<file path="config.mk">
export PLATFORM = sky130hd
export DESIGN_NAME = conv_window_ctrl_flat
export DESIGN_NICKNAME = d
export VERILOG_FILES = /design/src/rtl/conv_window_ctrl_if.sv /design/src/rtl/conv_window_ctrl.sv /design/src/flat_wrapper.sv
export SDC_FILE = /design/constraint.sdc
export NUM_CORES = 1
export LEC_CHECK = 0
export ABC_CLOCK_PERIOD_IN_PS = 4000
export CORE_AREA = 2 2 50 52
export DETAILED_ROUTE_END_ITERATION = 10
export DIE_AREA = 0 0 52 54
export PLACE_DENSITY_LB_ADDON = 0.12
export SYNTH_ARGS = -nofsm -noshare
export SYNTH_HDL_FRONTEND = slang
export SYNTH_SLANG_ARGS = --single-unit
</file>
<file path="constraint.sdc">
create_clock -name clk -period 4 [get_ports clk]
set_clock_uncertainty 0.1 [all_clocks]
set_input_delay 0.6 -clock clk [delete_from_list [all_inputs] [get_ports clk]]
set_output_delay 0.6 -clock clk [all_outputs]
set_load 0.02 [all_outputs]
</file>
<file path="src/rtl/conv_window_ctrl_if.sv">
// Handshake bundle between the line-buffer stage, the window controller and
// the MAC array.
//   slave  : the window controller (accepts columns, presents windows)
//   master : the surrounding datapath (offers columns, consumes windows)
interface conv_window_ctrl_if #(
    parameter int IMG_W = 8,
    parameter int IMG_H = 8,
    parameter int CW    = $clog2(IMG_W + 1),
    parameter int RW    = $clog2(IMG_H + 1)
);
    logic          in_valid;
    logic          in_ready;
    logic          shift_en;
    logic          out_valid;
    logic          out_ready;
    logic [CW-1:0] out_col;
    logic [RW-1:0] out_row;

    modport master (
        output in_valid,
        output out_ready,
        input  in_ready,
        input  shift_en,
        input  out_valid,
        input  out_col,
        input  out_row
    );

    modport slave (
        input  in_valid,
        input  out_ready,
        output in_ready,
        output shift_en,
        output out_valid,
        output out_col,
        output out_row
    );
endinterface

</file>
<file path="src/rtl/conv_window_ctrl.sv">
// conv_window_ctrl: sequencing controller for the 3x3 sliding-window shift
// register. One 3-pixel column is accepted per handshake; once three columns
// of the same row band are in the window, a window is offered to the MAC
// array with its left column / top row index. The MAC can stall, which
// backpressures the column stream so no presented window is overwritten.
//
// Optional build macro CONV_WINDOW_CTRL_PERF_EN adds the saturating
// stall_cycles / starve_cycles performance counters.
module conv_window_ctrl #(
    parameter int IMG_W = 8,
    parameter int IMG_H = 8,
    parameter int CW    = $clog2(IMG_W + 1),
    parameter int RW    = $clog2(IMG_H + 1)
) (
    input  logic              clk,
    input  logic              rst_n,
    input  logic              start,
    input  logic              abort,
    conv_window_ctrl_if.slave bus,
    output logic              busy,
    output logic              frame_done
`ifdef CONV_WINDOW_CTRL_PERF_EN
    ,
    output logic [15:0]       stall_cycles,
    output logic [15:0]       starve_cycles
`endif
);

    localparam int            OUT_H      = IMG_H - 2;
    localparam logic [CW-1:0] COL_LAST   = CW'(IMG_W - 1);
    localparam logic [RW-1:0] ROW_LAST   = RW'(OUT_H - 1);
    // A window exists only once columns 0,1,2 of the band are loaded.
    localparam logic [CW-1:0] COL_FILLED = CW'(2);

    typedef enum logic [1:0] {
        IDLE  = 2'd0,
        RUN   = 2'd1,
        DRAIN = 2'd2,
        DONE  = 2'd3
    } state_t;

    state_t        state;
    state_t        state_next;

    logic [CW-1:0] col_cnt;
    logic [CW-1:0] col_cnt_next;
    logic [RW-1:0] row_cnt;
    logic [RW-1:0] row_cnt_next;

    logic          out_valid_q;
    logic          out_valid_next;
    logic [CW-1:0] out_col_q;
    logic [CW-1:0] out_col_next;
    logic [RW-1:0] out_row_q;
    logic [RW-1:0] out_row_next;

    logic          in_ready;
    logic          accept;
    logic          consume;

    // State register
    always_ff @(posedge clk or negedge rst_n) begin
        if (!rst_n) begin
            state <= IDLE;
        end else begin
            state <= state_next;
        end
    end

    // Next-state, counter and window-presentation decode
    always_comb begin
        state_next     = state;
        col_cnt_next   = col_cnt;
        row_cnt_next   = row_cnt;
        out_valid_next = out_valid_q;
        out_col_next   = out_col_q;
        out_row_next   = out_row_q;

        // Columns flow only while running and the presented window is
        // either empty or being consumed this cycle.
        in_ready = (state == RUN) && !abort && (!out_valid_q || bus.out_ready);
        accept   = bus.in_valid && in_ready;
        consume  = out_valid_q && bus.out_ready;

        case (state)
            IDLE: begin
                if (start) begin
                    state_next   = RUN;
                    col_cnt_next = '0;
                    row_cnt_next = '0;
                end
            end

            RUN: begin
                if (accept) begin
                    // The first two shifts of a band only prime the window.
                    if (col_cnt >= COL_FILLED) begin
                        out_valid_next = 1'b1;
                        out_col_next   = col_cnt - COL_FILLED;
                        out_row_next   = row_cnt;
                    end else if (consume) begin
                        out_valid_next = 1'b0;
                    end

                    if (col_cnt == COL_LAST) begin
                        col_cnt_next = '0;
                        row_cnt_next = row_cnt + RW'(1);
                        if (row_cnt == ROW_LAST) begin
                            state_next = DRAIN;
                        end
                    end else begin
                        col_cnt_next = col_cnt + CW'(1);
                    end
                end else if (consume) begin
                    out_valid_next = 1'b0;
                end
            end

            DRAIN: begin
                // Wait for the final window to leave before signalling done.
                if (!out_valid_q || bus.out_ready) begin
                    out_valid_next = 1'b0;
                    state_next     = DONE;
                end
            end

            DONE: begin
                state_next = IDLE;
            end

            default: begin
                state_next = IDLE;
            end
        endcase

        // Abort wins over every other event and suppresses frame_done.
        if (abort) begin
            state_next     = IDLE;
            col_cnt_next   = '0;
            row_cnt_next   = '0;
            out_valid_next = 1'b0;
            out_col_next   = '0;
            out_row_next   = '0;
        end
    end

    // Position counters and presented-window registers
    always_ff @(posedge clk or negedge rst_n) begin
        if (!rst_n) begin
            col_cnt     <= '0;
            row_cnt     <= '0;
            out_valid_q <= 1'b0;
            out_col_q   <= '0;
            out_row_q   <= '0;
        end else begin
            col_cnt     <= col_cnt_next;
            row_cnt     <= row_cnt_next;
            out_valid_q <= out_valid_next;
            out_col_q   <= out_col_next;
            out_row_q   <= out_row_next;
        end
    end

    assign bus.in_ready  = in_ready;
    assign bus.shift_en  = accept;
    assign bus.out_valid = out_valid_q;
    assign bus.out_col   = out_col_q;
    assign bus.out_row   = out_row_q;
    assign busy          = (state != IDLE);
    assign frame_done    = (state == DONE);

`ifdef CONV_WINDOW_CTRL_PERF_EN
    function automatic logic [15:0] sat_inc(input logic [15:0] value);
        return (value == 16'hFFFF) ? value : value + 16'd1;
    endfunction

    // Saturating stall/starve counters; cleared by an honoured start
    always_ff @(posedge clk or negedge rst_n) begin
        if (!rst_n) begin
            stall_cycles  <= 16'd0;
            starve_cycles <= 16'd0;
        end else if (state == IDLE) begin
            if (start && !abort) begin
                stall_cycles  <= 16'd0;
                starve_cycles <= 16'd0;
            end
        end else begin
            if ((state == RUN || state == DRAIN) && out_valid_q && !bus.out_ready) begin
                stall_cycles <= sat_inc(stall_cycles);
            end
            if (state == RUN && in_ready && !bus.in_valid) begin
                starve_cycles <= sat_inc(starve_cycles);
            end
        end
    end
`endif

endmodule

</file>
<file path="src/flat_wrapper.sv">
// flat-port wrapper written by rule: the top's interface ports become plain ports
module conv_window_ctrl_flat 
#(
    parameter int IMG_W = 8,
    parameter int IMG_H = 8,
    parameter int CW    = $clog2(IMG_W + 1),
    parameter int RW    = $clog2(IMG_H + 1)
)
  (clk, rst_n, start, abort, busy, frame_done, bus_in_valid, bus_out_ready, bus_in_ready, bus_shift_en, bus_out_valid, bus_out_col, bus_out_row);
  conv_window_ctrl_if #(.IMG_W(IMG_W), .IMG_H(IMG_H), .CW(CW), .RW(RW)) bus_i ();
  input  logic clk;
  input  logic rst_n;
  input  logic start;
  input  logic abort;
  output logic busy;
  output logic frame_done;
  input wire logic [$bits(bus_i.in_valid)-1:0] bus_in_valid;
  input wire logic [$bits(bus_i.out_ready)-1:0] bus_out_ready;
  output wire logic [$bits(bus_i.in_ready)-1:0] bus_in_ready;
  output wire logic [$bits(bus_i.shift_en)-1:0] bus_shift_en;
  output wire logic [$bits(bus_i.out_valid)-1:0] bus_out_valid;
  output wire logic [$bits(bus_i.out_col)-1:0] bus_out_col;
  output wire logic [$bits(bus_i.out_row)-1:0] bus_out_row;
  assign bus_i.in_valid = bus_in_valid;
  assign bus_i.out_ready = bus_out_ready;
  assign bus_in_ready = bus_i.in_ready;
  assign bus_shift_en = bus_i.shift_en;
  assign bus_out_valid = bus_i.out_valid;
  assign bus_out_col = bus_i.out_col;
  assign bus_out_row = bus_i.out_row;
  conv_window_ctrl #(.IMG_W(IMG_W), .IMG_H(IMG_H), .CW(CW), .RW(RW)) u_core (.clk(clk), .rst_n(rst_n), .start(start), .abort(abort), .bus(bus_i), .busy(busy), .frame_done(frame_done));
endmodule
</file>
==> results of run 1 <==
[metrics by stage]
step | cell area, sq um | hold slack (ps) | instances | worst slack (ps)
floorplan | 1186 | 204.4 | 136 | 1983
global placement | 1395 | 424.3 | 180 | 1033
detailed placement | 1395 | 430.9 | 180 | 1009
CTS | 1421 | 447.1 | 184 | 916.5
global route | 1421 | 470.5 | 184 | 733.5
finish | 1421 | 442.2 | 184 | 925.5
[sequential cells by signal (all words and copies together) (netlist names)]
signal and count:
u_core.bus.out_valid 1, u_core.bus.out_row 4, u_core.col_cnt 4, u_core.row_cnt 4, u_core.state 2, u_core.bus.out_col 4
[worst max path at each step]
stage / depth (start not counted) / to / slack [ps]
final: 5 / bus_shift_en / 930
after global routing: 5 / bus_shift_en / 730
after CTS: 5 / bus_shift_en / 920
after floorplan: 2 / bus_shift_en / 1980
after detailed placement: 5 / bus_shift_en / 1010
after global placement: 5 / bus_shift_en / 1030
[metal layers]
metal | GRT usage | wire [microns] | vias up
met5 | 0 | 0 | -
met4 | 0.09649 | 57 | 0
met1 | 0.2953 | 1302 | 491
met2 | 0.3608 | 1245 | 40
li1 | - | - | 514
met3 | 0.02500 | 140 | 7
[cells by family (layout without fill, tap and decap cells)]
| family | Yosys count | after routing | share of synthesized area |
|---|---|---|---|
| and+or+nand+nor | 56 | 56 | 0.2584 |
| AOI/OAI and AO/OA | 31 | 31 | 0.1561 |
| DFF | 19 | 19 | 0.4008 |
| buffers and inverters | 17 | 35 | 0.05485 |
| adders and majority gates | 10 | 10 | 0.1055 |
| muxes | 2 | 2 | 0.01688 |
| xor gates and xnor gates | 1 | 1 | 0.007385 |
[synthesized netlist by cell type (2+ instances only)]
master | n | area (sq um)
sky130_fd_sc_hd__clkbuf_1 | 5 | 18.77
sky130_fd_sc_hd__inv_1 | 11 | 41.29
sky130_fd_sc_hd__nor4_1 | 2 | 12.51
sky130_fd_sc_hd__nand2_1 | 19 | 71.32
sky130_fd_sc_hd__a21oi_1 | 4 | 20.02
sky130_fd_sc_hd__a31oi_1 | 4 | 25.02
sky130_fd_sc_hd__mux2i_1 | 2 | 20.02
sky130_fd_sc_hd__a32o_1 | 2 | 20.02
sky130_fd_sc_hd__dfrtp_1 | 19 | 475.5
sky130_fd_sc_hd__nor2_1 | 5 | 18.77
sky130_fd_sc_hd__a211oi_1 | 2 | 15.01
sky130_fd_sc_hd__o21ai_0 | 16 | 80.08
sky130_fd_sc_hd__nand3_1 | 4 | 20.02
sky130_fd_sc_hd__ha_1 | 10 | 125.1
sky130_fd_sc_hd__nand2b_1 | 6 | 37.54
sky130_fd_sc_hd__or3_1 | 4 | 25.02
sky130_fd_sc_hd__nand4_1 | 3 | 18.77
sky130_fd_sc_hd__nor2b_1 | 2 | 12.51
sky130_fd_sc_hd__or4_1 | 4 | 30.03
[critical path, delay by kind of cell (launching register included)]
kind / cells / cell delay (ps)
buf+inv: 2 / 760
fa+ha+maj: 1 / 450
simple gates: 2 / 450
flops: 1 / 420
[layout make-up]
type / instances / area, sq um
flip-flops and latches: 19 / 475.5
well taps: 30 / 37.54
clock buffers: 4 / 26.28
inverters: 11 / 41.29
multi-input cells: 100 / 645.6
repair buffers: 20 / 195.2
fillers: 211 / 898.4
[power by group through the flow]
stage / logic (mW) / registers [mW] / clock network (mW)
finish: 0.210 / 0.215 / 0.0970
global route: 0.232 / 0.217 / 0.107
CTS: 0.209 / 0.215 / 0.101
detailed placement: 0.208 / 0.218 / 0
global placement: 0.198 / 0.218 / 0
floorplan: 0.147 / 0.215 / 0
==> reports/metrics.sh, run 1 <==
RUN_STATUS='finished, final reports clean'
DETAIL-ROUTE-ANTENNA-NETS=0
WIRE_LENGTH_PER_CELL_AFTER_DETAILED_ROUTING_MICRONS=14.92
HOLD_PATH_STARTPOINT='u_core.bus.out_row[0]'
FINALWEIGHTEDCONGESTION=0.8560
LARGEST_FANOUT_ON_THE_CRITICAL_PATH=13
MAXCAPVIOLCOUNT=0
MOST-COMMON-LAYOUT-CELLS='sky130_fd_sc_hd__nand2_1 (19), sky130_fd_sc_hd__dfrtp_1 (19), sky130_fd_sc_hd__clkdlybuf4s50_1 (18)'
SYNTHTOLAYOUTAREAGROWTH_PCT=19.83
WORST_EP_REQUIRED_TIME_PS=3300
WORST_SETUP_PATH_END_KIND='output port'
CLOCKPOWERSHARE=0.186
MIN_TO='u_core.bus.out_row[0]'
WORSTSETUPPATHTYPE='reg2out'
NETS=171
TIGHTESTPINTRANSITION_PS=889.1
PORT_BUFFERS=18
HTREE_LEVELS=1
POST_DR_VIAS_CELL=5.717
YOSYS.CELL_TYPES.COUNT=31
ROUTED_WIRELENGTH_MICRONS=2745
DRT-PASS1-ITER-COUNT=4
CTS_BUFFERS=3
RSZ0062_AT_GRT='false'
POST_SYNTH.CELL_AREA_AVG_SQ_UM=8.722
FIRST_PASS_GRT_WIRE_LENGTH_MICRONS=4478
ANTENNA-DIODE-COUNT=0
GLOBALROUTEOVERFLOWTOTAL=0
SYNTHESIS.NETS=152
R2R-START='u_core.state[1]'
WORSTSETUPSTARTPOINT='u_core.state[1]'
FINAL_UTIL=0.6127
CORE-AREA_SQ_UM=2320
IR_WORST_VDD_uV=295.4
YOSYS_WARNINGS=0
FINAL-SETUP-VIOL-COUNT=0
LAYOUT_WORST_PATH_CYCLE_SHARE=0.7686
CELL_INTERNAL_PWR_mW=0.3166
WORST_PATH_MAX_DELAY_CELL='sky130_fd_sc_hd__clkdlybuf4s50_1'
WORST_HOLD_CLASS='reg2reg'
R2R_SLACK_PS=1660
PERIOD_MINUS_SLACK_PS=3075
FIRST_ITER_VIOLATIONS=22
START_UTIL=0.5113
DRV_SLEW=0
YOSYSSEQAREASHARE=0.4008
ARRIVAL_PS=2370
PWR_DENSITY_CELL_nW_PER_UM2=367.0
TIMING.FINAL.HOLD_VIOLATIONS=0
FLOORPLAN.DIE_AREA_SQ_UM=2808
FF2FF_PATH_DEPTH=5
CORE.ROWCOUNT=18
PWR-SHARE-SEQ=0.412
REGTOREGENDPOINT='u_core.row_cnt[2]'
CTS_HOLD_REPAIR.BUFFERS=0
GRT_USAGE=0.2208
NUM_IO_PINS=19
PROPORTION_OF_SYNTHESIZED_FLIP_FLOPS_HAVING_ASYNCHRONOUS_SET_OR_RESET=1.000
SYNTH-EDFF-COUNT=0
DIE_W_MICRONS=52
GRT_ANTENNA_BEFORE_REPAIR=0
TOTAL_POWER_mW=0.5216
SYNTH_SEQ_CELLS=19
CTS_TREE='built'
GRT_START_MAX_NET_PINS=20
POSTSYNTH.TOPFLOPCELL='sky130_fd_sc_hd__dfrtp_1'
CLK_ROOT_BUFFER_CELL='sky130_fd_sc_hd__clkbuf_4'
CTS_REPAIR_RESIZE_COUNT=0
WORSTPATHCELLLIST='inv_1 > ha_1 > nand2b_1 > nor3_1 > clkdlybuf4s50_1'
HPWLAFTERDP_MICRONS=1985
CP-START-KIND='flop'
CTS-ROOT-TO-SINK-BUFFERS=2
SYN_AREA_SQ_UM=1186
FINAL_LAYOUT_SIZE_SUFFIX_GT1_FRAC=0.05195
CTS.REPORTEDPATHS.CLKPINSLEW_PS=100
CP_SLOWEST_STAGE_DELAY_PS=650
CLK-INSERTION-DELAY-LATE_PS=290
CTS.REPAIR_TIMING.SETUP_BUFFER_COUNT=0
TIMING.HOLD.WORST_PATH_DEPTH=2
SWITCHING_SHARE=0.3930
DRT_DRC_VIOLATIONS_LEFT=0
CLOCK_NET_SINK_COUNT=19
POWER.SHARE.COMBINATIONAL=0.402
FMAXACHIEVABLE_GHz=0.3253
DIE-HEIGHT_MICRONS=54
NUM_VIAS=1052
TIMING.MAX_SLEW.REL_SLACK=0.4054
TOTAL_SWITCHING_POWER_mW=0.2050
POSTSYNTHCELLCOUNT=136
FINALSETUPTNS_PS=0
FIRST_GLOBAL_VIAS=990
P_LEAK_nW=0.5770
Note: power is estimated with default switching activity, not from simulation.
==> inputs of run 2 (changes only) <==
- ABC_CLOCK_PERIOD_IN_PS: 4000 -> 2800
- CORE_AREA: 2 2 50 52 -> 2 2 54 56
- DIE_AREA: 0 0 52 54 -> 0 0 56 58
- clock period: 4 -> 2.8 ns (I/O delays scaled with it)
==> run 2 against run 1 <==
Net effect: critical path depth is the same; sequential share of layout area is 0.38 points lower; routed wire length is 1.6% lower; register-to-register slack lost 1000 ps; largest cell class unchanged; largest power group unchanged.
==> reports/metrics.sh, run 2 (same netlist as run 1, synthesis figures left out) <==
PORT_BUFFERS=18  # unchanged
NUM_IO_PINS=19  # unchanged
WORSTSETUPSTARTPOINT='u_core.state[1]'
CTS-ROOT-TO-SINK-BUFFERS=2  # unchanged
NUM_VIAS=1050  # -0.19%
WORST_SETUP_PATH_END_KIND='output port'
CTS.REPAIR_TIMING.SETUP_BUFFER_COUNT=0  # unchanged
DPL_CELL_AREA_SQ_UM=1411  # +1.2%
CTS_BUFFERS=3  # unchanged
PLACEMENT.SETUP.WORST_SLACK_PS=301.2  # -707.9 ps
RSZ0062_AT_GRT='false'
CTS_HOLD_REPAIR.BUFFERS=0  # unchanged
HPWLAFTERDP_MICRONS=1954  # -1.6%
IR_WORST_VDD_uV=475.1  # +61%
FLOORPLAN.DIE_AREA_SQ_UM=3248  # +16%
ARRIVAL_PS=2010  # -360 ps
CP-START-KIND='flop'
GRT_USAGE=0.1848  # -0.03604
WORST_EP_REQUIRED_TIME_PS=2280  # -1020 ps
PWR_DENSITY_CELL_nW_PER_UM2=525.6  # +43%
WORST_HOLD_CLASS='in2async'
FINAL-SETUP-VIOL-COUNT=0  # unchanged
RUN_STATUS='finished, final reports clean'
CLK_ROOT_BUFFER_CELL='sky130_fd_sc_hd__clkbuf_4'
TIMING.FINAL.HOLD_VIOLATIONS=0  # unchanged
START_UTIL=0.4455  # -0.06584
POST_DR_VIAS_CELL=5.615  # -1.8%
FMAXACHIEVABLE_GHz=0.3957
DETAIL-ROUTE-ANTENNA-NETS=0  # unchanged
FINAL_LAYOUT_SIZE_SUFFIX_GT1_FRAC=0.06410  # +0.01215
ROUTED_WIRELENGTH_MICRONS=2702  # -1.6%
CORE.ROWCOUNT=19  # +1
LARGEST_FANOUT_ON_THE_CRITICAL_PATH=3  # -10
FF2FF_PATH_DEPTH=7  # +2
WORST_SLACK_PS=272.5  # -653.0 ps
FIRST_GLOBAL_VIAS=1011  # +2.1%
FIRST_PASS_GRT_WIRE_LENGTH_MICRONS=4726  # +5.5%
DRV_SLEW=0  # unchanged
P_LEAK_nW=0.5870  # +1.7%
FINALWEIGHTEDCONGESTION=0.8592  # +0.37%
DRT-PASS1-ITER-COUNT=4  # unchanged
PERIOD_MINUS_SLACK_PS=2527
FIRST_ITER_VIOLATIONS=34  # +55%
R2R_SLACK_PS=660  # -1000 ps
CORE-AREA_SQ_UM=2663  # +15%
SYNTHTOLAYOUTAREAGROWTH_PCT=21.20
GRT_START_MAX_NET_PINS=20  # unchanged
DIE-HEIGHT_MICRONS=58  # +7.4%
GRT_ANTENNA_BEFORE_REPAIR=0  # unchanged
HTREE_LEVELS=1  # unchanged
FINALSETUPTNS_PS=0  # unchanged
CLK-INSERTION-DELAY-LATE_PS=310  # +20 ps
CTS.REPORTEDPATHS.CLKPINSLEW_PS=120  # +20 ps
R2R-START='u_core.state[1]'
FINAL_AREA_SQ_UM=1438  # +1.1%
DRT_DRC_VIOLATIONS_LEFT=0  # unchanged
CTS_REPAIR_RESIZE_COUNT=0  # unchanged
TIMING.MAX_SLEW.REL_SLACK=0.4641  # +0.05872
GLOBALROUTEOVERFLOWTOTAL=0  # unchanged
ANTENNA-DIODE-COUNT=0  # unchanged
CRITPATHCAPTURE='bus_shift_en'
CLOCK_NET_SINK_COUNT=19  # unchanged
FINAL_UTIL=0.5399  # -0.07278
MAXCAPVIOLCOUNT=0  # unchanged
REGTOREGENDPOINT='u_core.col_cnt[2]'
NETS=173  # +1.2%
WORSTSETUPPATHTYPE='reg2out'
MOST-COMMON-LAYOUT-CELLS='sky130_fd_sc_hd__nand2_1 (19), sky130_fd_sc_hd__dfrtp_1 (19), sky130_fd_sc_hd__clkdlybuf4s50_1 (18)'
LAYOUT_WORST_PATH_CYCLE_SHARE=0.9027
WIRE_LENGTH_PER_CELL_AFTER_DETAILED_ROUTING_MICRONS=14.45  # -3.1%
DIE_W_MICRONS=56  # +7.7%
TIGHTESTPINTRANSITION_PS=800.1  # -89.03 ps
CTS_TREE='built'
run 2: worst min path at each step:
stage / to / slack (ps)
2_1_floorplan: u_core.bus.out_col[0] / 20
3_3_place_gp: u_core.bus.out_row[1] / 420
3_5_place_dp: u_core.bus.out_col[3] / 430
4_1_cts: u_core.col_cnt[3] / 350
5_1_grt: u_core.bus.out_row[0] / 350
6_report: u_core.col_cnt[3] / 330
run 2: stage by stage:
step	hold WS, ps	std cells	power [mW]
2_1_floorplan	24.41	136	0.5178
5_1_grt	345.9	187	0.8227
6_report	331.8	187	0.7556
3_3_place_gp	424.4	183	0.6067
3_5_place_dp	427.9	183	0.6133
4_1_cts	346.3	187	0.7600
run 2: worst max-delay path: stages, from the launching register on:
cell                              delay, ps
sky130_fd_sc_hd__dfrtp_1                420
sky130_fd_sc_hd__inv_1                  100
sky130_fd_sc_hd__ha_1                   180
sky130_fd_sc_hd__nand2b_1               100
sky130_fd_sc_hd__nor3_1                 240
sky130_fd_sc_hd__clkdlybuf4s50_1        650
run 2: where the power goes:
part / leakage (nW) / switching, mW / internal [mW] / total (mW)
logic: 0.308 / 0.190 / 0.115 / 0.304
clock network: 0.0150 / 0.0906 / 0.0556 / 0.146
registers: 0.264 / 0.0162 / 0.289 / 0.305
run 2: layout make-up:
cell class	count	area [sq um]
clock buffer	4	26.28
fill	242	1225
inverter	11	41.29
multi-input combinational	100	645.6
sequential	19	475.5
tap	31	38.79
timing repair buffer	22	210.2
run 2: layer usage:
layer | part of all wire | wire length (microns) | global-route usage | vias to the layer above
li1 | - | - | - | 520
met1 | 0.47 | 1273 | 0.2525 | 503
met2 | 0.48 | 1285 | 0.2992 | 23
met3 | 0.039 | 106 | 0.02902 | 4
met4 | 0.014 | 37 | 0.06803 | 0
met5 | 0 | 0 | 0 | -
==> inputs of run 3 (changes only) <==
- CORE_AREA: 2 2 54 56 -> 2 2 55 57
- DIE_AREA: 0 0 56 58 -> 0 0 57 59
==> run 3 against run 2 <==
Net effect: highest routed layer unchanged; critical endpoint unchanged; largest cell class unchanged; final cell count decreased by 0.53%; die area increased by 3.5%; sequential share of layout area increased by 0.14 points; sequential power about the same; largest power group unchanged; critical path depth unchanged; critical path type unchanged.
==> reports/metrics.sh, run 3 (same netlist as run 1, synthesis figures left out) <==
RUN_STATUS='finished, final reports clean'
MOST-COMMON-LAYOUT-CELLS='sky130_fd_sc_hd__nand2_1 (19), sky130_fd_sc_hd__dfrtp_1 (19), sky130_fd_sc_hd__clkdlybuf4s50_1 (18)'
FILLERS=262  # +8.3%
CTS.REPORTEDPATHS.CLKPINSLEW_PS=120  # about the same
CLOCK_NET_SINK_COUNT=19  # unchanged
FMAXACHIEVABLE_GHz=0.4005  # +1.2%
CELL_INTERNAL_PWR_mW=0.4551  # -0.89%
FIRST_GLOBAL_VIAS=1048  # +3.7%
TIMING.FINAL.HOLD_VIOLATIONS=0  # unchanged
DIE-HEIGHT_MICRONS=59  # +1.7%
TIGHTESTPINTRANSITION_PS=854.0  # +53.92 ps
HIGHEST_LAYER='met4'
NETS=172  # -0.58%
SYNTHTOLAYOUTAREAGROWTH_PCT=20.67
CLK-INSERTION-DELAY-LATE_PS=300  # about the same
FINALWEIGHTEDCONGESTION=0.8813  # +2.6%
DRT_DRC_VIOLATIONS_LEFT=0  # unchanged
R2R-START='u_core.state[1]'
AREA.SEQUENTIAL_SQ_UM=475.5  # unchanged
WORST_HOLD_CLASS='reg2reg'
PLACEMENT.SETUP.WORST_SLACK_PS=327.1  # +25.81 ps
CORE-AREA_SQ_UM=2710  # +1.8%
WORST_EP_REQUIRED_TIME_PS=2280  # about the same
ROUTED_WIRELENGTH_MICRONS=2651  # -1.9%
ARRIVAL_PS=1980  # -30 ps
FIRST_ITER_VIOLATIONS=31  # -8.8%
NUM_IO_PINS=19  # unchanged
CORE.ROWCOUNT=19  # unchanged
REGTOREGENDPOINT='u_core.col_cnt[2]'
DRT-PASS1-ITER-COUNT=5  # +1
IR_WORST_VDD_uV=399.0  # -16%
CLOCKPOWERSHARE=0.190  # -0.003
DIE_W_MICRONS=57  # +1.8%
CP-START-KIND='flop'
DRV_SLEW=0  # unchanged
WIRE_LENGTH_PER_CELL_AFTER_DETAILED_ROUTING_MICRONS=14.25  # -1.4%
WORST_SETUP_PATH_END_KIND='output port'
NUM_VIAS=1055  # +0.48%
MAXCAPVIOLCOUNT=0  # unchanged
ANTENNA-DIODE-COUNT=0  # unchanged
WORSTSETUPPATHTYPE='reg2out'
CRITPATHCAPTURE='bus_shift_en'
LARGEST_FANOUT_ON_THE_CRITICAL_PATH=3  # unchanged
HTREE_LEVELS=1  # unchanged
FINAL-SETUP-VIOL-COUNT=0  # unchanged
SWITCHING_SHARE=0.3981  # +0.005841
R2R_SLACK_PS=630  # -30 ps
GRT_ANTENNA_BEFORE_REPAIR=0  # unchanged
LAYOUT_WORST_PATH_CYCLE_SHARE=0.8917  # -0.01093
DR_WL_MET3_MICRONS=93  # -12%
CTS_BUFFERS=3  # unchanged
TIMING.MAX_SLEW.REL_SLACK=0.4289  # -0.03524
DETAIL-ROUTE-ANTENNA-NETS=0  # unchanged
START_UTIL=0.4377  # -0.007815
POWER.SHARE.COMBINATIONAL=0.404  # about the same
CTS.REPAIR_TIMING.SETUP_BUFFER_COUNT=0  # unchanged
CTS_HOLD_REPAIR.BUFFERS=0  # unchanged
PWR-SHARE-SEQ=0.406  # +0.002
CTS-ROOT-TO-SINK-BUFFERS=2  # unchanged
CTS_TREE='built'
POST_DR_VIAS_CELL=5.672  # +1.0%
GLOBALROUTEOVERFLOWTOTAL=0  # unchanged
TOTAL_POWER_mW=0.7561  # about the same
WORST_SLACK_PS=303.1  # +30.60 ps
RSZ0062_AT_GRT='false'
CTS_REPAIR_RESIZE_COUNT=0  # unchanged
FF2FF_PATH_DEPTH=7  # unchanged
FLOORPLAN.DIE_AREA_SQ_UM=3363  # +3.5%
PERIOD_MINUS_SLACK_PS=2497  # -30.60 ps
GRT_USAGE=0.1841  # -0.0007462
PORT_BUFFERS=18  # unchanged
GRT_START_MAX_NET_PINS=20  # unchanged
MET1WIRELENGTH_MICRONS=1243  # -2.4%
TOTAL_SWITCHING_POWER_mW=0.3010  # +1.6%
CLK_ROOT_BUFFER_CELL='sky130_fd_sc_hd__clkbuf_4'
WL_MET2_MICRONS=1296  # +0.86%
PWR_DENSITY_CELL_nW_PER_UM2=528.2  # +0.51%
HPWLAFTERDP_MICRONS=1922  # -1.6%
WORSTSETUPSTARTPOINT='u_core.state[1]'
FOOTPRINT_OF_THE_MULTI_INPUT_GATES_SQ_UM=645.6  # unchanged
P_LEAK_nW=0.5850  # -0.35%
FINALSETUPTNS_PS=0  # unchanged
FIRST_PASS_GRT_WIRE_LENGTH_MICRONS=4740  # +0.30%
FINAL_LAYOUT_SIZE_SUFFIX_GT1_FRAC=0.06452  # +0.0004136
run 3: cell types whose count changed in the layout (fill, tap and decap cells not counted), sizes merged:
cell    previous run  this run
clkinv             0         1
buf                4         3
clkbuf             4         3
run 3: worst min-delay path by stage:
| stage | endpoint | cells after the start | from |
|---|---|---|---|
| finish | u_core.bus.out_row[0] | 2 | u_core.bus.out_row[0] |
| global route | u_core.bus.out_row[0] | 2 | u_core.bus.out_row[0] |
| CTS | u_core.bus.out_row[2] | 2 | u_core.bus.out_row[2] |
| detailed placement | u_core.bus.out_row[1] | 2 | u_core.bus.out_row[1] |
| global placement | u_core.bus.out_col[2] | 2 | u_core.bus.out_col[2] |
| floorplan | u_core.bus.out_col[0] | 0 | rst_n |
run 3: stage by stage:
step | cell area, sq um | util | std cells | hold WS (ps)
2_1_floorplan | 1186 | - | 136 | 24.41
3_3_place_gp | 1404 | 0.5180 | 182 | 422.7
3_5_place_dp | 1404 | 0.5180 | 182 | 430.7
4_1_cts | 1431 | 0.5282 | 186 | 450.2
5_1_grt | 1431 | 0.5282 | 186 | 460.2
6_report | 1431 | 0.5282 | 186 | 445.9
run 3: power groups by stage:
stage	sequential (mW)	clock, mW	combinational, mW
after detailed placement	0.312	0	0.304
after global placement	0.311	0	0.297
after CTS	0.306	0.147	0.305
final	0.307	0.144	0.305
after floorplan	0.307	0	0.211
after global routing	0.309	0.163	0.337
run 3: worst max-delay path, cell delays in order (launching register included):
cell and delay, ps:
sky130_fd_sc_hd__dfrtp_1 420, sky130_fd_sc_hd__inv_1 100, sky130_fd_sc_hd__ha_1 170, sky130_fd_sc_hd__nand2b_1 100, sky130_fd_sc_hd__nor3_1 240, sky130_fd_sc_hd__clkdlybuf4s50_1 650
run 3: cell type report:
| class | count | share of cell area |
|---|---|---|
| multi-input combinational | 100 | 0.4510 |
| tap | 31 | 0.02710 |
| clock buffer | 3 | 0.01573 |
| timing repair buffer | 21 | 0.1416 |
| clock inverter | 1 | 0.003497 |
| sequential | 19 | 0.3322 |
| inverter | 11 | 0.02885 |
run 3: layer usage:
layer | up-vias | GRT usage
li1 | 521 | -
met1 | 511 | 0.2355
met2 | 21 | 0.3087
met3 | 2 | 0.02838
met4 | 0 | 0.08306
met5 | - | 0
==> edit 1, RTL diff (settings of run 1) <==
`IMG_W` is set to 8 in 3 places; all go to 4.
--- a/src/rtl/conv_window_ctrl_if.sv
+++ b/src/rtl/conv_window_ctrl_if.sv
@@ -4,5 +4,5 @@
 //   master : the surrounding datapath (offers columns, consumes windows)
 interface conv_window_ctrl_if #(
-    parameter int IMG_W = 8,
+    parameter int IMG_W = 4,
     parameter int IMG_H = 8,
     parameter int CW    = $clog2(IMG_W + 1),
--- a/src/rtl/conv_window_ctrl.sv
+++ b/src/rtl/conv_window_ctrl.sv
@@ -8,5 +8,5 @@
 // stall_cycles / starve_cycles performance counters.
 module conv_window_ctrl #(
-    parameter int IMG_W = 8,
+    parameter int IMG_W = 4,
     parameter int IMG_H = 8,
     parameter int CW    = $clog2(IMG_W + 1),
--- a/src/flat_wrapper.sv
+++ b/src/flat_wrapper.sv
@@ -2,5 +2,5 @@
 module conv_window_ctrl_flat 
 #(
-    parameter int IMG_W = 8,
+    parameter int IMG_W = 4,
     parameter int IMG_H = 8,
     parameter int CW    = $clog2(IMG_W + 1),
Interface: changed (resized bus_out_col); port bits go from 19 to 18. No check against the original RTL was run, so the function may have changed too.
==> edit 1 against run 1 <==
Die area stayed put. Wire length down 21%. First-iteration DRC count down 50%. Sequential cell count fell by 2. Critical path depth did not move. Area after synthesis fell by 11%. Power down 14%. Synthesized cell count shrank 18%. Setup slack better by 190 ps. Final area decreased by 11%. Sequential power decreased by 9.8%.
==> edit 1: results (changes against run 1) <==
Outcome
  • Status: completed (unchanged)

Cells and area
  • Share of layout cells above drive strength 1: 8.46% (was 5.19%)
  • ANT cells: 0 (unchanged)
  • Final #Nets: 145 (was 171)

Global routing
  • M2 GR Usage: 30.6% (was 36.1%)
  • Vias in the first global route: 864 (was 990)
  • Initial antenna violation count: 0 (unchanged)
  • M3 GR Usage: 2.78% (was 2.50%)
  • Gr usage total: 18.1% (was 22.1%)
  • Largest net degree at the start of global routing: 19 (was 20)
  • First-pass GRT wire length: 3740 µm (was 4480 µm)
  • Met1 Resource Use GR: 22.8% (was 29.5%)

Synthesis
  • Distinct cells, synth: 37 (was 31)
  • Synth Net Count: 126 (was 152)
  • Syn Area/Cell: 9.47 µm² (was 8.72 µm²)
  • Post-synth top cells: 17 x dfrtp_1, 13 x nand2_1, 8 x ha_1, 8 x nand2b_1, 8 x o21ai_1 (was 19 x dfrtp_1, 19 x nand2_1, 16 x o21ai_0)
  • Area contributors post-synth: dfrtp_1 40%, ha_1 9.4%, nand2b_1 4.7%, nand2_1 4.6%, o21ai_1 3.8% (was dfrtp_1 40%, ha_1 11%, o21ai_0 6.8%, nand2_1 6.0%, inv_1 3.5%)
  • Sequential element share of the synthesized area: 40.1% (about the same)
  • Yosys warnings: 0 (unchanged)

Setup path
  • Crit-path max FO: 11 (was 13)
  • R2r setup slk: 1860 ps (was 1660 ps)
  • Crit path DAT: 2190 ps (was 2370 ps)

Placement
  • # port buffers: 17 (was 18)
  • Dpl hpwl: 1620 µm (was 1990 µm)
  • Placer Congestion: 0.878 (was 0.856)
  • Placed instance area: 1240 µm² (was 1400 µm²)
  • Post-placement setup slack: 1190 ps (was 1010 ps)
  • Placed cells: 156 (was 180)

Routing
  • Vias/cell: 5.57 (was 5.72)
  • WL/cell: 13.5 µm (was 14.9 µm)
  • Initial DRT Pass Iterations: 5 (was 4)
  • 1st-iter DRT viols: 11 (was 22)
  • Total wire length: 2160 µm (was 2750 µm)

Clock network
  • Total CTS buffers: 3 (unchanged)
  • CTS sink count: 17 (was 19)
  • Clk pin slew, worst setup/hold paths: 90 ps
  • CTS Root Cell: clkbuf_4 (unchanged)
  • # hold bufs at CTS: 0 (unchanged)
  • Postcts setup bufs: 0 (unchanged)

STA
  • Final period utilization: 72.2% (was 76.9%)
  • Hold Slack: 432 ps (was 442 ps)
  • Slew headroom: 50.2% (was 40.5%)

Power
  • Leak Pwr: 0.548 nW (was 0.577 nW)
  • Maximum vdd drop: 228 µV (was 295 µV)

Hold path
  • Hold Path Origin: u_core.bus.out_row[2] (was u_core.bus.out_row[0])
-- edit 1: cells by family after synthesis --
logic type	after synthesis	share of synthesized area, %
buffers and inverters	11	5.42
and+or+nand+nor	51	28.7
muxes	1	0.943
DFF	17	40.1
AOI/OAI and AO/OA	24	15.4
adders and majority gates	8	9.43
-- edit 1: critical path, cell delays in order (launching register included) --
cell and delay, ps:
dfrtp_1 490, inv_2 110, ha_1 370, nand2b_4 170, nor2_1 150, clkdlybuf4s50_1 620
-- edit 1: per-layer routing --
metal	part of all wire (%)	vias up
met2	47	26
met5	0	-
met1	46	427
li1	-	433
met3	5.3	5
met4	1.7	0
-- edit 1: cell type report --
cell class,instances,area [µm²]
clock buffers,4,26.3
fillers,223,1050
inverters,7,26.3
multi-input cells,84,578
flip-flops and latches,17,425
well taps,30,37.5
repair buffers,18,178
-- edit 1: worst paths after layout --
path	depth (start not counted)	endpoint
min in group asynchronous	1	u_core.bus.out_row[1]
worst min register to register	2	u_core.bus.out_row[2]
worst min-delay path	2	u_core.bus.out_row[2]
worst max register to register	5	u_core.bus.out_col[2]
worst max-delay path	5	bus_in_ready
max in group asynchronous	1	u_core.col_cnt[0]
-- edit 1: report_power, final --
group | switching [mW] | internal (mW) | total [mW]
sequential | 0.0137 | 0.180 | 0.194
combinational | 0.0989 | 0.0662 | 0.165
clock | 0.0519 | 0.0388 | 0.0907
-- edit 1: per-stage QoR --
step	util, %	power, mW
final	54.8	0.450
after global routing	54.8	0.478
after CTS	54.8	0.454
after detailed placement	53.7	0.361
after global placement	53.7	0.358
after floorplan	-	0.311
==> edit 2, RTL diff (settings of run 1) <==
Made on the original files. Encoding of `state_t`: now one-hot (4 bits for 4 states).
--- a/src/rtl/conv_window_ctrl.sv
+++ b/src/rtl/conv_window_ctrl.sv
@@ -33,9 +33,9 @@
     localparam logic [CW-1:0] COL_FILLED = CW'(2);
 
-    typedef enum logic [1:0] {
-        IDLE  = 2'd0,
-        RUN   = 2'd1,
-        DRAIN = 2'd2,
-        DONE  = 2'd3
+    typedef enum logic [3:0] {
+        IDLE  = 4'b0001,
+        RUN   = 4'b0010,
+        DRAIN = 4'b0100,
+        DONE  = 4'b1000
     } state_t;
 
Function: no difference found for any inputs over 10 cycles, from zero or initial values and one cycle with rst_n low; not proved beyond that.
==> edit 2 against run 1 <==
Via count down 11%. Count of clock-buffer cells in the layout down 1. Wire length down 11%. Setup slack better by 28 ps. Power down 5.0%. Final area up 1.1%. Sequential cell count up 2. Area after synthesis up 1.2%. Critical endpoint is now bus_in_ready. Largest cell class unchanged.
==> edit 2: results (changes against run 1) <==
Global routing
  • Vias in the first global route: 898 (was 990)
  • First-pass GRT wire length: 4120 µm (was 4480 µm)
  • Initial antenna violation count: 0 (unchanged)
  • Largest net degree at the start of global routing: 22 (was 20)
  • Gr usage total: 20.2% (was 22.1%)

Clock network
  • Clock insertion delay at the later pin of the skew report: 300 ps
  • CTS Root Cell: clkbuf_4 (unchanged)
  • H-tree levels: 1 (unchanged)
  • Postcts setup bufs: 0 (unchanged)
  • Clk pin slew, worst setup/hold paths: 120 ps (was 100 ps)
  • CTS-repair resized insts: 0 (unchanged)
  • CTS Buffer Depth: 2 (unchanged)
  • Total CTS buffers: 3 (unchanged)

Routing
  • 1st-iter DRT viols: 25 (was 22)
  • Routed Antenna Nets: 0 (unchanged)
  • Initial DRT Pass Iterations: 4 (unchanged)
  • Total wire length: 2430 µm (was 2750 µm)
  • Vias/cell: 5.60 (was 5.72)

Synthesis
  • Post-synth top cells: 20 x dfrtp_1, 10 x nand2b_1, 9 x nand2_1, 9 x o21ai_0, 7 x inv_1 (was 19 x dfrtp_1, 19 x nand2_1, 16 x o21ai_0)
  • Syn Area/Cell: 10.3 µm² (was 8.72 µm²)
  • Synth Net Count: 129 (was 152)
  • Distinct cells, synth: 41 (was 31)
  • Async SR Flop Fraction: 100% (unchanged)
  • Sequential element share of the synthesized area: 43.9% (was 40.1%)
  • Top FF cell, synth: dfrtp_1 (unchanged)
  • Area contributors post-synth: dfrtp_1 42%, ha_1 6.3%, nand2b_1 5.2%, nor4b_4 4.0%, o21ai_0 3.8% (was dfrtp_1 40%, ha_1 11%, o21ai_0 6.8%, nand2_1 6.0%, inv_1 3.5%)
  • Yosys warnings: 0 (unchanged)

Setup path
  • Max stage delay on crit path: 620 ps (was 650 ps)
  • Crit path DAT: 2350 ps (was 2370 ps)
  • Worst path slowest cell: clkdlybuf4s50_1 (unchanged)
  • Crit-path max FO: 9 (was 13)

Hold path
  • Min-delay worst type: register to register (unchanged)

Placement
  • Placer Congestion: 0.789 (was 0.856)
  • Post-placement setup slack: 1020 ps (was 1010 ps)
  • # port buffers: 18 (unchanged)
  • Dpl hpwl: 1820 µm (was 1990 µm)
  • Placed cells: 163 (was 180)

Cells and area
  • Non-filler cells, final: 167 (was 184)
  • Final #Nets: 150 (was 171)
  • Share of layout cells above drive strength 1: 8.76% (was 5.19%)
  • ANT cells: 0 (unchanged)

STA
  • Final hold viol count: 0 (unchanged)
  • Slew of the pin with the lowest slew margin: 955 ps (was 889 ps)

Outcome
  • Status: completed (unchanged)

Power
  • Maximum vdd drop: 250 µV (was 295 µV)
  • Leak Pwr: 0.608 nW (was 0.577 nW)
[edit 2: kinds of logic (layout without fill, tap and decap cells)]
group,Yosys count,after routing,share of synthesized area (%)
buf+inv,10,30,3.44
compound gates,24,24,14.8
xor+xnor,1,1,0.730
fa+ha+maj,6,6,6.26
mux,3,3,2.71
simple gates,52,52,28.2
flops,21,21,43.9
[edit 2: final timing paths]
check | from | to | slack (ps) | cells after the start
min reg2reg | u_core.bus.out_col[0] | u_core.bus.out_col[0] | 450 | 2
max | u_core.state[2] | bus_in_ready | 950 | 4
max in group asynchronous | rst_n | u_core.row_cnt[3] | 2510 | 1
max reg2reg | u_core.state[2] | u_core.bus.out_col[1] | 1920 | 3
min in group asynchronous | rst_n | u_core.col_cnt[2] | 710 | 1
min | u_core.bus.out_col[0] | u_core.bus.out_col[0] | 450 | 2
[edit 2: stage by stage]
step,hold WS (ps),area [µm²]
final,451,1440
after CTS,455,1440
after floorplan,204,1200
after global placement,428,1410
after global routing,493,1440
after detailed placement,437,1410
[edit 2: routing by layer]
layer	global-route usage (%)	wire (µm)	up-vias
li1	-	-	468
met1	27.8	1170	439
met2	32.1	1110	26
met3	3.06	126	2
met4	7.89	19	0
met5	0	0	-
[edit 2: worst max-delay path: cells and delay by family, from the launching register on]
family	cells	cell delay, ps
buffers and inverters	1	620
and+or+nand+nor	3	960
DFF	1	460
[edit 2: where the power goes]
part,switching [mW],internal (mW)
registers,0.0247,0.231
logic,0.0712,0.0662
clock network,0.0652,0.0373
[edit 2: cell type report]
cell class / count / area (µm²)
clock buffer: 3 / 22.5
inverter: 7 / 26.3
multi-input combinational: 86 / 632
clock inverter: 1 / 5.00
sequential: 21 / 527
fill: 194 / 882
timing repair buffer: 19 / 188
tap: 30 / 37.5
